[config.mk]
export PLATFORM = sky130hd
export DESIGN_NAME = br_result_queue
export DESIGN_NICKNAME = d
export VERILOG_FILES = /design/src/rtl/br_result_queue_pkg.sv /design/src/rtl/br_result_lane_compactor.sv /design/src/rtl/br_result_queue.sv
export SDC_FILE = /design/constraint.sdc
export NUM_CORES = 1
export LEC_CHECK = 0
export CAP_MARGIN = 20
export CORE_ASPECT_RATIO = 1.4
export CORE_UTILIZATION = 55
export DETAILED_ROUTE_END_ITERATION = 10
export GPL_TIMING_DRIVEN = 0
export PLACE_DENSITY_LB_ADDON = 0.1
export SYNTH_ARGS = -nofsm -noshare
export SYNTH_HDL_FRONTEND = slang
export SYNTH_SLANG_ARGS = --single-unit
export TNS_END_PERCENT = 20
[constraint.sdc]
create_clock -name clk -period 8.3 [get_ports clk]
set_input_delay 0.83 -clock clk [delete_from_list [all_inputs] [get_ports clk]]
set_output_delay 0.83 -clock clk [all_outputs]
set_load 0.01 [all_outputs]
[src/rtl/br_result_queue_pkg.sv]
// Shared types for the branch-result queue that sits between integer
// write-back and the BTB / branch-predictor update port.
//   - brq_state_e : queue control state (INIT while predictor tables clear)
//   - br_flags_t  : per-entry direction / kind / misprediction flags
//   - br_entry_t  : one resolved-branch record at the default PC width
//   - brq_sat_add16 : saturating 16-bit add for the drop counter
package br_result_queue_pkg;

    localparam int unsigned BR_PC_WIDTH    = 32;
    localparam int unsigned DROP_CNT_WIDTH = 16;

    typedef enum logic {
        BRQ_INIT = 1'b0,
        BRQ_RUN  = 1'b1
    } brq_state_e;

    typedef struct packed {
        logic taken;
        logic cond_br;
        logic mispred;
    } br_flags_t;

    typedef struct packed {
        logic [BR_PC_WIDTH-1:0] pc;
        logic [BR_PC_WIDTH-1:0] target;
        br_flags_t              flags;
    } br_entry_t;

    // Saturating add; the drop counter sticks at all-ones.
    function automatic logic [DROP_CNT_WIDTH-1:0] brq_sat_add16(
        input logic [DROP_CNT_WIDTH-1:0] a,
        input logic [DROP_CNT_WIDTH-1:0] b
    );
        logic [DROP_CNT_WIDTH:0] sum;
        sum = {1'b0, a} + {1'b0, b};
        return sum[DROP_CNT_WIDTH] ? '1 : sum[DROP_CNT_WIDTH-1:0];
    endfunction

endpackage

[src/rtl/br_result_lane_compactor.sv]
// Lane compactor for the branch-result queue.
// Gives each valid lane its slot offset from the queue tail (prefix count of
// valid lanes below it) and decides which lanes fit into the free capacity.
// Lower lane indices win, so overflow always drops the highest lanes first.
// Ports:
//   valid_i      : per-lane valid
//   cap_i        : free slots available this cycle
//   accept_c_o   : lane is written this cycle
//   offset_c_o   : per-lane offset from tail, lane i at [i*CNT_W +: CNT_W]
//   enq_cnt_c_o  : number of lanes accepted
//   drop_cnt_c_o : number of valid lanes rejected for lack of space
module br_result_lane_compactor #(
    parameter int unsigned LANES = 2,
    parameter int unsigned CNT_W = 4
) (
    input  logic [LANES-1:0]       valid_i,
    input  logic [CNT_W-1:0]       cap_i,
    output logic [LANES-1:0]       accept_c_o,
    output logic [LANES*CNT_W-1:0] offset_c_o,
    output logic [CNT_W-1:0]       enq_cnt_c_o,
    output logic [CNT_W-1:0]       drop_cnt_c_o
);

    // Running prefix count; accepted lanes are always a prefix of the valid
    // lanes, so the valid prefix count is also the compacted slot offset.
    always_comb begin
        logic [CNT_W-1:0] run;
        run          = '0;
        accept_c_o   = '0;
        offset_c_o   = '0;
        drop_cnt_c_o = '0;
        for (int unsigned i = 0; i < LANES; i++) begin
            offset_c_o[i*CNT_W +: CNT_W] = run;
            if (valid_i[i]) begin
                if (run < cap_i) begin
                    accept_c_o[i] = 1'b1;
                    run           = run + CNT_W'(1);
                end else begin
                    drop_cnt_c_o = drop_cnt_c_o + CNT_W'(1);
                end
            end
        end
        enq_cnt_c_o = run;
    end

endmodule

[src/rtl/br_result_queue.sv]
// Branch-result queue: collects executed branches from the integer
// write-back lanes and presents them one per cycle to the BTB / branch
// predictor update port. Sole producer of predictor-update results.
// Ports:
//   clk, rst        : clock, synchronous active-high reset
//   rstStart        : predictor tables initialising; nothing is delivered
//   inValid/inPC/inTarget/inTaken/inCondBr/inMispred : per-lane results
//   updReady        : consumer accepts the head entry this cycle
//   updValid/updPC/updTarget/updTaken/updCondBr/updMispred : head entry
//   almostFull      : stall request toward integer issue
//   dropCount       : saturating count of results lost to a full queue
module br_result_queue
    import br_result_queue_pkg::*;
#(
    parameter int unsigned INT_ISSUE_WIDTH = 2,
    parameter int unsigned QUEUE_DEPTH     = 8,
    parameter int unsigned PC_WIDTH        = BR_PC_WIDTH
) (
    input  logic                              clk,
    input  logic                              rst,
    input  logic                              rstStart,
    input  logic [INT_ISSUE_WIDTH-1:0]        inValid,
    input  logic [INT_ISSUE_WIDTH*PC_WIDTH-1:0] inPC,
    input  logic [INT_ISSUE_WIDTH*PC_WIDTH-1:0] inTarget,
    input  logic [INT_ISSUE_WIDTH-1:0]        inTaken,
    input  logic [INT_ISSUE_WIDTH-1:0]        inCondBr,
    input  logic [INT_ISSUE_WIDTH-1:0]        inMispred,
    input  logic                              updReady,
    output logic                              updValid,
    output logic [PC_WIDTH-1:0]               updPC,
    output logic [PC_WIDTH-1:0]               updTarget,
    output logic                              updTaken,
    output logic                              updCondBr,
    output logic                              updMispred,
    output logic                              almostFull,
    output logic [DROP_CNT_WIDTH-1:0]         dropCount
);

    localparam int unsigned PTR_W       = $clog2(QUEUE_DEPTH);
    localparam int unsigned CNT_W       = PTR_W + 1;
    localparam int unsigned AFULL_LEVEL = QUEUE_DEPTH - INT_ISSUE_WIDTH;

    brq_state_e                state_q, state_d;
    logic [PTR_W-1:0]          head_q, head_d;
    logic [PTR_W-1:0]          tail_q, tail_d;
    logic [CNT_W-1:0]          count_q, count_d;
    logic [DROP_CNT_WIDTH-1:0] drop_q, drop_d;

    // Payload storage; never reset, only read when count is non-zero.
    logic [PC_WIDTH-1:0] pc_mem_q  [QUEUE_DEPTH];
    logic [PC_WIDTH-1:0] tgt_mem_q [QUEUE_DEPTH];
    br_flags_t           flg_mem_q [QUEUE_DEPTH];

    logic                             flush_c;
    logic                             upd_valid_c;
    logic                             deq_c;
    logic [CNT_W-1:0]                 cap_c;
    logic [INT_ISSUE_WIDTH-1:0]       accept_c;
    logic [INT_ISSUE_WIDTH*CNT_W-1:0] offset_c;
    logic [CNT_W-1:0]                 enq_cnt_c;
    logic [CNT_W-1:0]                 drop_cnt_c;
    logic [PTR_W-1:0]                 slot_c [INT_ISSUE_WIDTH];
    br_flags_t                        head_flags_c;

    // Re-entering predictor init from RUN throws away everything queued.
    assign flush_c = (state_q == BRQ_RUN) && rstStart;

    // Nothing is offered while tables are being initialised, even in the
    // cycle rstStart rises before the state register has left RUN.
    assign upd_valid_c = (state_q == BRQ_RUN) && (count_q != '0) && !rstStart;
    assign deq_c       = upd_valid_c && updReady;

    // Capacity is based on the start-of-cycle count; a slot freed by this
    // cycle's dequeue is not available until the next cycle.
    assign cap_c = CNT_W'(QUEUE_DEPTH) - count_q;

    br_result_lane_compactor #(
        .LANES (INT_ISSUE_WIDTH),
        .CNT_W (CNT_W)
    ) u_compactor (
        .valid_i      (inValid),
        .cap_i        (cap_c),
        .accept_c_o   (accept_c),
        .offset_c_o   (offset_c),
        .enq_cnt_c_o  (enq_cnt_c),
        .drop_cnt_c_o (drop_cnt_c)
    );

    // Physical slot per lane; pointer width makes the wrap implicit.
    always_comb begin
        for (int unsigned i = 0; i < INT_ISSUE_WIDTH; i++) begin
            slot_c[i] = tail_q + PTR_W'(offset_c[i*CNT_W +: CNT_W]);
        end
    end

    // Next-state for control state, pointers, count and drop counter.
    always_comb begin
        state_d = state_q;
        head_d  = head_q;
        tail_d  = tail_q;
        count_d = count_q;
        drop_d  = drop_q;

        unique case (state_q)
            BRQ_INIT: if (!rstStart) state_d = BRQ_RUN;
            BRQ_RUN:  if (rstStart)  state_d = BRQ_INIT;
            default:  state_d = BRQ_INIT;
        endcase

        if (flush_c) begin
            head_d  = '0;
            tail_d  = '0;
            count_d = '0;
        end else begin
            head_d  = head_q + PTR_W'(deq_c);
            tail_d  = tail_q + PTR_W'(enq_cnt_c);
            count_d = count_q + enq_cnt_c - CNT_W'(deq_c);
            drop_d  = brq_sat_add16(drop_q, DROP_CNT_WIDTH'(drop_cnt_c));
        end
    end

    // Control registers; reset overrides all same-cycle activity.
    always_ff @(posedge clk) begin
        if (rst) begin
            state_q <= BRQ_INIT;
            head_q  <= '0;
            tail_q  <= '0;
            count_q <= '0;
            drop_q  <= '0;
        end else begin
            state_q <= state_d;
            head_q  <= head_d;
            tail_q  <= tail_d;
            count_q <= count_d;
            drop_q  <= drop_d;
        end
    end

    // Payload write for every accepted lane into its compacted slot.
    always_ff @(posedge clk) begin
        for (int unsigned i = 0; i < INT_ISSUE_WIDTH; i++) begin
            if (!rst && !flush_c && accept_c[i]) begin
                pc_mem_q[slot_c[i]]  <= inPC[i*PC_WIDTH +: PC_WIDTH];
                tgt_mem_q[slot_c[i]] <= inTarget[i*PC_WIDTH +: PC_WIDTH];
                flg_mem_q[slot_c[i]] <= '{taken:   inTaken[i],
                                          cond_br: inCondBr[i],
                                          mispred: inMispred[i]};
            end
        end
    end

    // Head entry is read straight from storage: zero-cycle read latency.
    assign head_flags_c = flg_mem_q[head_q];
    assign updValid     = upd_valid_c;
    assign updPC        = pc_mem_q[head_q];
    assign updTarget    = tgt_mem_q[head_q];
    assign updTaken     = head_flags_c.taken;
    assign updCondBr    = head_flags_c.cond_br;
    assign updMispred   = head_flags_c.mispred;
    assign almostFull   = (count_q >= CNT_W'(AFULL_LEVEL));
    assign dropCount    = drop_q;

endmodule

==> flow_metrics.env, run 1 <==
export IMPL_status="finished clean"
export IMPL_setup_tns_ns=0
export IMPL_fin_hold_ws_ns=0.5057
export IMPL_p_seq_frac=0.459
export IMPL_vias=16150
export IMPL_coreArea_um2=51010
export IMPL_first_iter_violations=1252
export IMPL_synthCells=1588
export IMPL_rsz0062_at_grt="no"
export IMPL_critPathSlowestCell="o21ai_0"
export IMPL_synthArstFlopShare=0
export IMPL_synth_xor_area_frac=0.003395
export IMPL_crit_arrival_ns=6.24
export IMPL_hold_path_class="primary input to register"
export IMPL_critPathMaxStageDelay_ns=0.68
export IMPL_cp_end_kind="register"
export IMPL_p_switching_mw=2.012
export IMPL_ys_ff_latch=563
export IMPL_crit_top_cell="ha_1"
export IMPL_synth_seq_area_share=0.5863
export IMPL_final_cell_mix="mux2_2 (598), edfxtp_1 (536), clkdlybuf4s50_1 (222)"
export IMPL_cts_buffer_depth=3
export IMPL_grt_pass1_wl_um=108000
export IMPL_layout_commonest_cell="mux2_2"
export IMPL_layout_worst_path_cycle_share=0.7192
export IMPL_drt_pass1_iter_count=5
export IMPL_clockPowerShare=0.316
export IMPL_drt_vias_per_instance=6.236
export IMPL_post_place_ws_ns=2.537
export IMPL_worst_setup_path_type="register to register"
export IMPL_finalSetupViolations=0
export IMPL_muxShareOfSynthArea=0.3460
export IMPL_dieArea_um2=52520
export IMPL_syn_mean_instance_area_um2=17.87
export IMPL_cts_resized=0
export IMPL_fill_cells=3612
export IMPL_syn_to_final_growth_pct=18.85
export IMPL_ir_drop_v=0.0001683
export IMPL_post_cts_buffers=0
export IMPL_synth_fa_ha_area_frac=0.01049
export IMPL_fin_crit_ns=5.969
export IMPL_cts_hold_buf=0
export IMPL_gp_congestion=0.7750
export IMPL_reg2reg_depth=14
export IMPL_utilization=0.6612
export IMPL_powerDensity_nw_per_um2=232.1
export IMPL_syn_nets=1750
export IMPL_clk_latency_ns=0.61
export IMPL_clock_skew_ns=0.02048
export IMPL_crit_family="compound AO/OA/AOI/OAI gates"
export IMPL_htree_levels=2
export IMPL_routed_wl_um=73160
export IMPL_overflow=0
export IMPL_clk_pin_slew_worst_paths_ns=0.06
export IMPL_synthTopCellsByArea="edfxtp_1 (57%), mux2_2 (24%), mux4_2 (11%), dfxtp_1 (1.9%), ha_1 (0.84%)"
export IMPL_slew_headroom=0.3101
export IMPL_reg2reg_slack_ns=2.33
export IMPL_antenna_found_initial=14
export IMPL_timing_rr_end="pc_mem_q[0][14]$_DFFE_PP_"
export IMPL_grtUsageTotal=0.2797
export IMPL_pwr_share_comb=0.225
export IMPL_wl_per_cell_um=28.25
export IMPL_synth_edf_count=536
export IMPL_nets=2049
export IMPL_tightest_slew_ns=1.035
export IMPL_p_int_mw=5.816
export IMPL_cts_sinks=563
export IMPL_maxCapViolCount=0
export IMPL_yosys_area_top_type_share=0.5672
export IMPL_crit_cells=14
export IMPL_cts_tree="built"
export IMPL_r2r_start="count_q[1]$_SDFF_PP0_"
export IMPL_total_power_mw=7.828
export IMPL_io_pins=225
export IMPL_grt_pass1_vias=17170
export IMPL_num_rows=98
export IMPL_synth_top_family_by_area="multiplexers"
export IMPL_sw_frac_of_total=0.2570
export IMPL_hpwlAfterDp_um=45880
export IMPL_critPathRequiredTime_ns=8.57
export IMPL_syn_area_um2=28380
export IMPL_ys_warn_count=0
export IMPL_final_max_slew_violation_count=0
export IMPL_layout_setup_ws_ns=2.331
export IMPL_worstPathCellList="inv_1 > ha_1 > nor3b_1 > a31oi_4 > o21ai_0 > inv_1 > ha_1 > ha_1 > nor4_1 > o211a_1 > buf_4 > buf_6 > a31o_4 > buf_16"
export IMPL_dieHeight_um=270.8
export IMPL_synth_cell_type_count=49
export IMPL_start_kind="register"
export IMPL_synthSimpleGateAreaFrac=0.01451
export IMPL_drive_gt1_frac=0.4725
export IMPL_cts_buffers=55
export IMPL_root_buffer="clkbuf_16"
export IMPL_worstPathMaxFanout=45
export IMPL_drc=0
export IMPL_fp_dieW_um=194.0
export IMPL_portBuffers=222
export IMPL_yosys_area_top_type="edfxtp_1"
export IMPL_synthFlopType="edfxtp_1"
export IMPL_synth_compound_area_share=0.01512
export IMPL_cp_startpoint="count_q[1]$_SDFF_PP0_"
export IMPL_grt_max_degree=46
export IMPL_crit_buf_inv=5
export IMPL_crit_path_end="pc_mem_q[0][14]$_DFFE_PP_"
export IMPL_power_leakage_nw=10.99
export IMPL_hold_viol=0
export IMPL_max_freq_mhz=167.5
export IMPL_postRouteAntennaNets=0
export IMPL_start_util=0.5563
[layout make-up]
class | count | area, um^2 | area share
inverter | 21 | 78.83 | 0.002337
clock inverter | 32 | 266.5 | 0.007902
tap | 650 | 813.3 | 0.02412
timing repair buffer | 242 | 2700 | 0.08006
clock buffer | 68 | 1468 | 0.04352
multi-input combinational | 899 | 11130 | 0.3300
sequential | 563 | 16640 | 0.4933
buffer | 105 | 606.8 | 0.01799
antenna | 10 | 25.02 | 0.0007420
[Yosys cell counts, drive strengths merged (9+ instances only)]
master,instances
a21oi,12
buf,81
clkbuf,24
dfxtp,27
edfxtp,536
ha,19
inv,21
mux2,604
mux4,134
nand2,9
nor2,13
o21ai,11
[state kept, by name, indices dropped and copies added (netlist names)]
signal and cells:
pc_mem_q 256, head_q 3, flg_mem_q 24, count_q 4
dropCount 16, state_q 1, tail_q 3, tgt_mem_q 256
[power by group through the flow]
stage	clock network, mW	registers [mW]	logic, mW
floorplan	0	3.64	1.01
global placement	0	3.70	1.65
detailed placement	0	3.65	1.76
CTS	2.51	3.59	1.78
global route	2.60	3.62	1.87
finish	2.48	3.59	1.76
[stage by stage]
stage               instance area, um^2  std cells
floorplan                         28380       1588
global placement                  31410       2460
detailed placement                31970       2480
CTS                               33700       2580
global route                      33710       2585
finish                            33720       2590
[worst reg2reg max path: stages, from the launching register on]
cell and delay, ns:
dfxtp_1 0.41, inv_1 0.12, ha_1 0.24, nor3b_1 0.42
a31oi_4 0.15, o21ai_0 0.69, inv_1 0.36, ha_1 0.29
ha_1 0.32, nor4_1 0.68, o211a_1 0.53, buf_4 0.33
buf_6 0.22, a31o_4 0.44, buf_16 0.35
[cell families (layout without fill, tap and decap cells)]
group	Yosys count	in the layout
xor gates and xnor gates	11	11
muxes	738	738
other	0	10
and+or+nand+nor	70	70
buffers and inverters	126	468
adders and majority gates	22	22
AOI/OAI and AO/OA	58	58
DFF	563	563
[layer usage]
layer	global-route usage	vias to the layer above	part of all wire
li1	-	7090	-
met1	0.3395	8345	0.38
met2	0.4938	561	0.52
met3	0.05360	145	0.062
met4	0.1042	10	0.031
met5	0	-	0.00078
[worst min path at each step]
| stage | from | end | cells past startpoint |
|---|---|---|---|
| after global placement | dropCount[11]$_SDFFE_PP0N_ | dropCount[11]$_SDFFE_PP0N_ | 2 |
| after detailed placement | dropCount[11]$_SDFFE_PP0N_ | dropCount[11]$_SDFFE_PP0N_ | 2 |
| final | rstStart | state_q$_SDFF_PP0_ | 2 |
| after global routing | rstStart | state_q$_SDFF_PP0_ | 2 |
| after floorplan | dropCount[11]$_SDFFE_PP0N_ | dropCount[11]$_SDFFE_PP0N_ | 2 |
| after CTS | rstStart | state_q$_SDFF_PP0_ | 2 |
Power figures use the tool's default switching activity.
==> run 2: changes to the inputs <==
clock period = 5.62 ns   (was 8.3 ns; I/O delays follow)
==> flow_metrics.env, run 2 (synthesized netlist as in run 1, its figures left out) <==
export IMPL_busiest_layer="met2"
export IMPL_portBuffers=222
export IMPL_powerDensity_nw_per_um2=342.8
export IMPL_post_place_ws_ns=-0.1429
export IMPL_clk_latency_ns=0.61
export IMPL_drc=0
export IMPL_hold_viol=0
export IMPL_dieArea_um2=52520
export IMPL_fill_cells=3611
export IMPL_crit_arrival_ns=5.73
export IMPL_coreArea_um2=51010
export IMPL_post_cts_buffers=0
export IMPL_htree_levels=2
export IMPL_worstPathMaxFanout=45
export IMPL_use_met3=0.05360
export IMPL_status="finished clean"
export IMPL_postRouteAntennaNets=0
export IMPL_globalRouteMet1Util=0.3395
export IMPL_hold_path_class="primary input to register"
export IMPL_cp_end_kind="register"
export IMPL_routed_wl_um=73150
export IMPL_use_met2=0.4938
export IMPL_drt_pass1_iter_count=5
export IMPL_layout_worst_path_cycle_share=0.9709
export IMPL_placed_cell_area_um2=31970
export IMPL_cts_buffer_depth=3
export IMPL_gp_congestion=0.7750
export IMPL_vias=16170
export IMPL_syn_to_final_growth_pct=18.87
export IMPL_slew_headroom=0.3101
export IMPL_num_rows=98
export IMPL_final_max_slew_violation_count=0
export IMPL_start_util=0.5563
export IMPL_overflow=0
export IMPL_critPathRequiredTime_ns=5.89
export IMPL_fin_crit_ns=5.456
export IMPL_max_freq_mhz=183.3
export IMPL_fp_dieW_um=194.0
export IMPL_clk_pin_slew_worst_paths_ns=0.06
export IMPL_grt_max_degree=46
export IMPL_seqCellArea_um2=16640
export IMPL_nets=2049
export IMPL_clock_skew_ns=0.01946
export IMPL_maxCapViolCount=0
export IMPL_final_cell_mix="mux2_2 (598), edfxtp_1 (536), clkdlybuf4s50_1 (222)"
export IMPL_multiInputGateArea_um2=11140
export IMPL_wl_per_cell_um=28.24
export IMPL_finalInstanceArea_um2=33730
export IMPL_tightest_slew_ns=1.035
export IMPL_fin_hold_ws_ns=0.2405
export IMPL_drt_vias_per_instance=6.243
export IMPL_power_leakage_nw=10.99
export IMPL_rsz0062_at_grt="no"
export IMPL_root_buffer="clkbuf_16"
export IMPL_io_pins=225
export IMPL_cts_sinks=563
export IMPL_layout_setup_ws_ns=0.1636
export IMPL_dieHeight_um=270.8
export IMPL_first_iter_violations=1243
export IMPL_grt_pass1_wl_um=108000
export IMPL_cts_tree="built"
export IMPL_worst_setup_path_type="register to register"
export IMPL_ir_drop_v=0.0002486
export IMPL_finalSetupViolations=0
export IMPL_start_kind="register"
export IMPL_hpwlAfterDp_um=45880
export IMPL_layout_commonest_cell="mux2_2"
export IMPL_grt_pass1_vias=17170
export IMPL_grtUsageTotal=0.2797
export IMPL_antenna_found_initial=14
export IMPL_cts_buffers=55
export IMPL_drive_gt1_frac=0.4731
-- run 2: cell count changes in the layout (fill, tap and decap cells not counted) --
cell,change
nor4_1,-1
nor4_2,+1
o21ai_0,-1
o21ai_1,+1
-- run 2: where the power goes --
group	switching, mW	leakage [nW]	internal (mW)
Clock	1.59	0.850	2.07
Sequential	0.123	5.07	5.18
Combinational	1.26	5.07	1.34
Total	2.97	11.0	8.59
-- run 2: metal layers --
metal	wire, um	up-vias
li1	-	7090
met1	27960	8363
met2	38310	563
met3	4578	143
met4	2246	10
met5	57	-
-- run 2: path summary, 6_finish.rpt --
check | startpoint | to | slack, ns | depth (start not counted)
max | count_q[1]$_SDFF_PP0_ | pc_mem_q[0][14]$_DFFE_PP_ | 0.16 | 14
min | rstStart | state_q$_SDFF_PP0_ | 0.24 | 2
max reg2reg | count_q[1]$_SDFF_PP0_ | pc_mem_q[0][14]$_DFFE_PP_ | 0.16 | 14
min reg2reg | dropCount[0]$_SDFFE_PP0N_ | dropCount[0]$_SDFFE_PP0N_ | 0.54 | 2
-- run 2: through the flow --
stage / util / power [mW] / cells / setup TNS (ns)
5_1_grt: 0.6610 / 11.94 / 2585 / 0
4_1_cts: 0.6607 / 11.63 / 2580 / 0
6_report: 0.6613 / 11.56 / 2590 / 0
2_1_floorplan: - / 6.868 / 1588 / -289.03
3_5_place_dp: 0.6267 / 7.997 / 2480 / -6.248
3_3_place_gp: 0.6158 / 7.897 / 2460 / -2340.84
-- run 2: worst max-delay path, cell delays in order, from the launching register on --
cell and delay (ns):
dfxtp_1 0.42, inv_1 0.12, ha_1 0.24, nor3b_1 0.42
a31oi_4 0.15, o21ai_1 0.48, inv_1 0.29, ha_1 0.27
ha_1 0.33, nor4_2 0.48, o211a_1 0.51, buf_4 0.33
buf_6 0.21, a31o_4 0.44, buf_16 0.35
-- run 2: cell type report --
type / instances / area share
diodes: 10 / 0.0007419
plain buffers: 105 / 0.01799
clock buffers: 68 / 0.04351
clock inverters: 32 / 0.007901
inverters: 21 / 0.002337
multi-input cells: 899 / 0.3302
flip-flops and latches: 563 / 0.4932
well taps: 650 / 0.02411
repair buffers: 242 / 0.08005
-- run 2: timing repair --
item / in CTS / in global routing
setup endpoints to repair: 66 / 45
resized for setup: 1 / 1
hold buffers: 0 / 0
==> run 3: changes to the inputs <==
MAX_ROUTING_LAYER = met4   (was unset)
==> flow_metrics.env, run 3 (synthesized netlist as in run 1, its figures left out) <==
export IMPL_finalSetupViolations=0
export IMPL_cts_sinks=563
export IMPL_timing_rr_end="pc_mem_q[2][14]$_DFFE_PP_"
export IMPL_start_kind="register"
export IMPL_layout_worst_path_cycle_share=0.9679
export IMPL_grt_pass1_wl_um=108000
export IMPL_hold_viol=0
export IMPL_slew_headroom=0.3105
export IMPL_p_seq_frac=0.459
export IMPL_nets=2049
export IMPL_gp_congestion=0.7856
export IMPL_clk_pin_slew_worst_paths_ns=0.06
export IMPL_rsz0062_at_grt="no"
export IMPL_num_rows=98
export IMPL_postRouteAntennaNets=0
export IMPL_clk_latency_ns=0.61
export IMPL_clockPowerShare=0.316
export IMPL_layout_commonest_cell="mux2_2"
export IMPL_reg2reg_slack_ns=0.18
export IMPL_cts_buffers=55
export IMPL_routed_wl_um=72960
export IMPL_drive_gt1_frac=0.4731
export IMPL_hold_path_class="primary input to register"
export IMPL_r2r_start="count_q[1]$_SDFF_PP0_"
export IMPL_drc=0
export IMPL_antenna_found_initial=14
export IMPL_fp_dieW_um=194.0
export IMPL_critPathMaxStageDelay_ns=0.59
export IMPL_max_freq_mhz=183.8
export IMPL_placed_cell_area_um2=31970
export IMPL_syn_to_final_growth_pct=18.92
export IMPL_fin_crit_ns=5.439
export IMPL_post_cts_buffers=0
export IMPL_grt_max_degree=46
export IMPL_worstPathCellList="inv_1 > ha_1 > nor3b_1 > a31oi_4 > o21ai_1 > inv_1 > ha_1 > ha_1 > xnor2_1 > and4_1 > o211a_1 > buf_4 > buf_6 > a21o_4 > buf_12"
export IMPL_tightest_slew_ns=1.034
export IMPL_wl_per_cell_um=28.12
export IMPL_dieArea_um2=52520
export IMPL_final_cell_mix="mux2_2 (598), edfxtp_1 (536), clkdlybuf4s50_1 (222)"
export IMPL_power_leakage_nw=10.99
export IMPL_utilization=0.6615
export IMPL_critPathRequiredTime_ns=5.91
export IMPL_reg2reg_depth=15
export IMPL_dp_cells=2480
export IMPL_hold_start="rstStart"
export IMPL_start_util=0.5563
export IMPL_pwr_share_comb=0.225
export IMPL_whs_path_depth=2
export IMPL_drt_vias_per_instance=6.201
export IMPL_crit_family="compound AO/OA/AOI/OAI gates"
export IMPL_coreArea_um2=51010
export IMPL_cts_buffer_depth=3
export IMPL_root_buffer="clkbuf_16"
export IMPL_layout_cells_non_filler=2595
export IMPL_status="finished clean"
export IMPL_cts_tree="built"
export IMPL_vias=16090
export IMPL_ir_drop_v=0.0002494
export IMPL_crit_arrival_ns=5.73
export IMPL_drt_pass1_iter_count=5
export IMPL_p_int_mw=8.590
export IMPL_cp_end_kind="register"
export IMPL_p_switching_mw=2.963
export IMPL_final_max_slew_violation_count=0
export IMPL_first_iter_violations=1116
export IMPL_finalInstanceArea_um2=33740
export IMPL_hold_end="state_q$_SDFF_PP0_"
export IMPL_sw_frac_of_total=0.2565
export IMPL_dieHeight_um=270.8
export IMPL_grt_pass1_vias=17160
export IMPL_worstPathMaxFanout=38
export IMPL_worst_setup_path_type="register to register"
export IMPL_grtUsageTotal=0.2884
export IMPL_crit_buf_inv=5
export IMPL_powerDensity_nw_per_um2=342.4
export IMPL_overflow=0
export IMPL_hpwlAfterDp_um=45880
export IMPL_io_pins=225
export IMPL_htree_levels=2
export IMPL_clock_skew_ns=0.01980
export IMPL_crit_top_cell="ha_1"
export IMPL_portBuffers=222
export IMPL_maxCapViolCount=0
export IMPL_setup_tns_ns=0
export IMPL_critPathSlowestCell="a21o_4"
==> run 3: cell types whose count changed in the layout (fill, tap and decap cells not counted) <==
cell,change
diode_2,+5
==> run 3: layout make-up <==
type | instances | area [um^2]
clock inverter | 32 | 266.5
buffer | 105 | 606.8
clock buffer | 68 | 1468
tap | 650 | 813.3
inverter | 21 | 78.83
fill | 3610 | 17270
timing repair buffer | 242 | 2700
antenna | 15 | 37.54
multi-input combinational | 899 | 11140
sequential | 563 | 16640
==> run 3: power by group through the flow <==
stage / Clock, mW / Sequential, mW / Combinational, mW
6_report: 3.65 / 5.30 / 2.60
4_1_cts: 3.70 / 5.30 / 2.62
3_3_place_gp: 0 / 5.46 / 2.44
3_5_place_dp: 0 / 5.39 / 2.61
2_1_floorplan: 0 / 5.38 / 1.49
5_1_grt: 3.84 / 5.34 / 2.76
==> run 3: metal layers <==
metal,wire [um],GRT usage
met2,38300,0.4933
met4,2133,0.1051
met5,0,-
met3,4587,0.05236
met1,27940,0.3407
==> run 3: worst max path at each step <==
| stage | endpoint | depth (start not counted) | slack [ns] | startpoint |
|---|---|---|---|---|
| after floorplan | flg_mem_q[7][0]$_DFFE_PP_ | 6 | -1.08 | count_q[1]$_SDFF_PP0_ |
| after global placement | pc_mem_q[5][25]$_DFFE_PP_ | 6 | -7.52 | count_q[1]$_SDFF_PP0_ |
| after detailed placement | tgt_mem_q[0][4]$_DFFE_PP_ | 14 | -0.14 | count_q[1]$_SDFF_PP0_ |
| after CTS | pc_mem_q[0][26]$_DFFE_PP_ | 14 | 0.10 | count_q[1]$_SDFF_PP0_ |
| after global routing | pc_mem_q[2][14]$_DFFE_PP_ | 15 | 0.01 | count_q[1]$_SDFF_PP0_ |
| final | pc_mem_q[2][14]$_DFFE_PP_ | 15 | 0.18 | count_q[1]$_SDFF_PP0_ |
==> run 3: timing repair <==
| action | 4_1_cts | 5_1_grt |
|---|---|---|
| endpoints found under the hold margin | 0 | 0 |
| hold buffers | 0 | 0 |
| endpoints found under the setup margin | 66 | 45 |
| gates resized for setup | 1 | 1 |
==> run 3: per-stage QoR <==
step                setup WS (ns)  power, mW  hold slack (ns)
floorplan                  -1.078      6.868           0.5338
global placement           -7.519      7.897           0.5096
detailed placement        -0.1429      7.997           0.5281
CTS                        0.1021      11.63           0.2199
global route              0.01009      11.94           0.2579
finish                     0.1806      11.55           0.2397
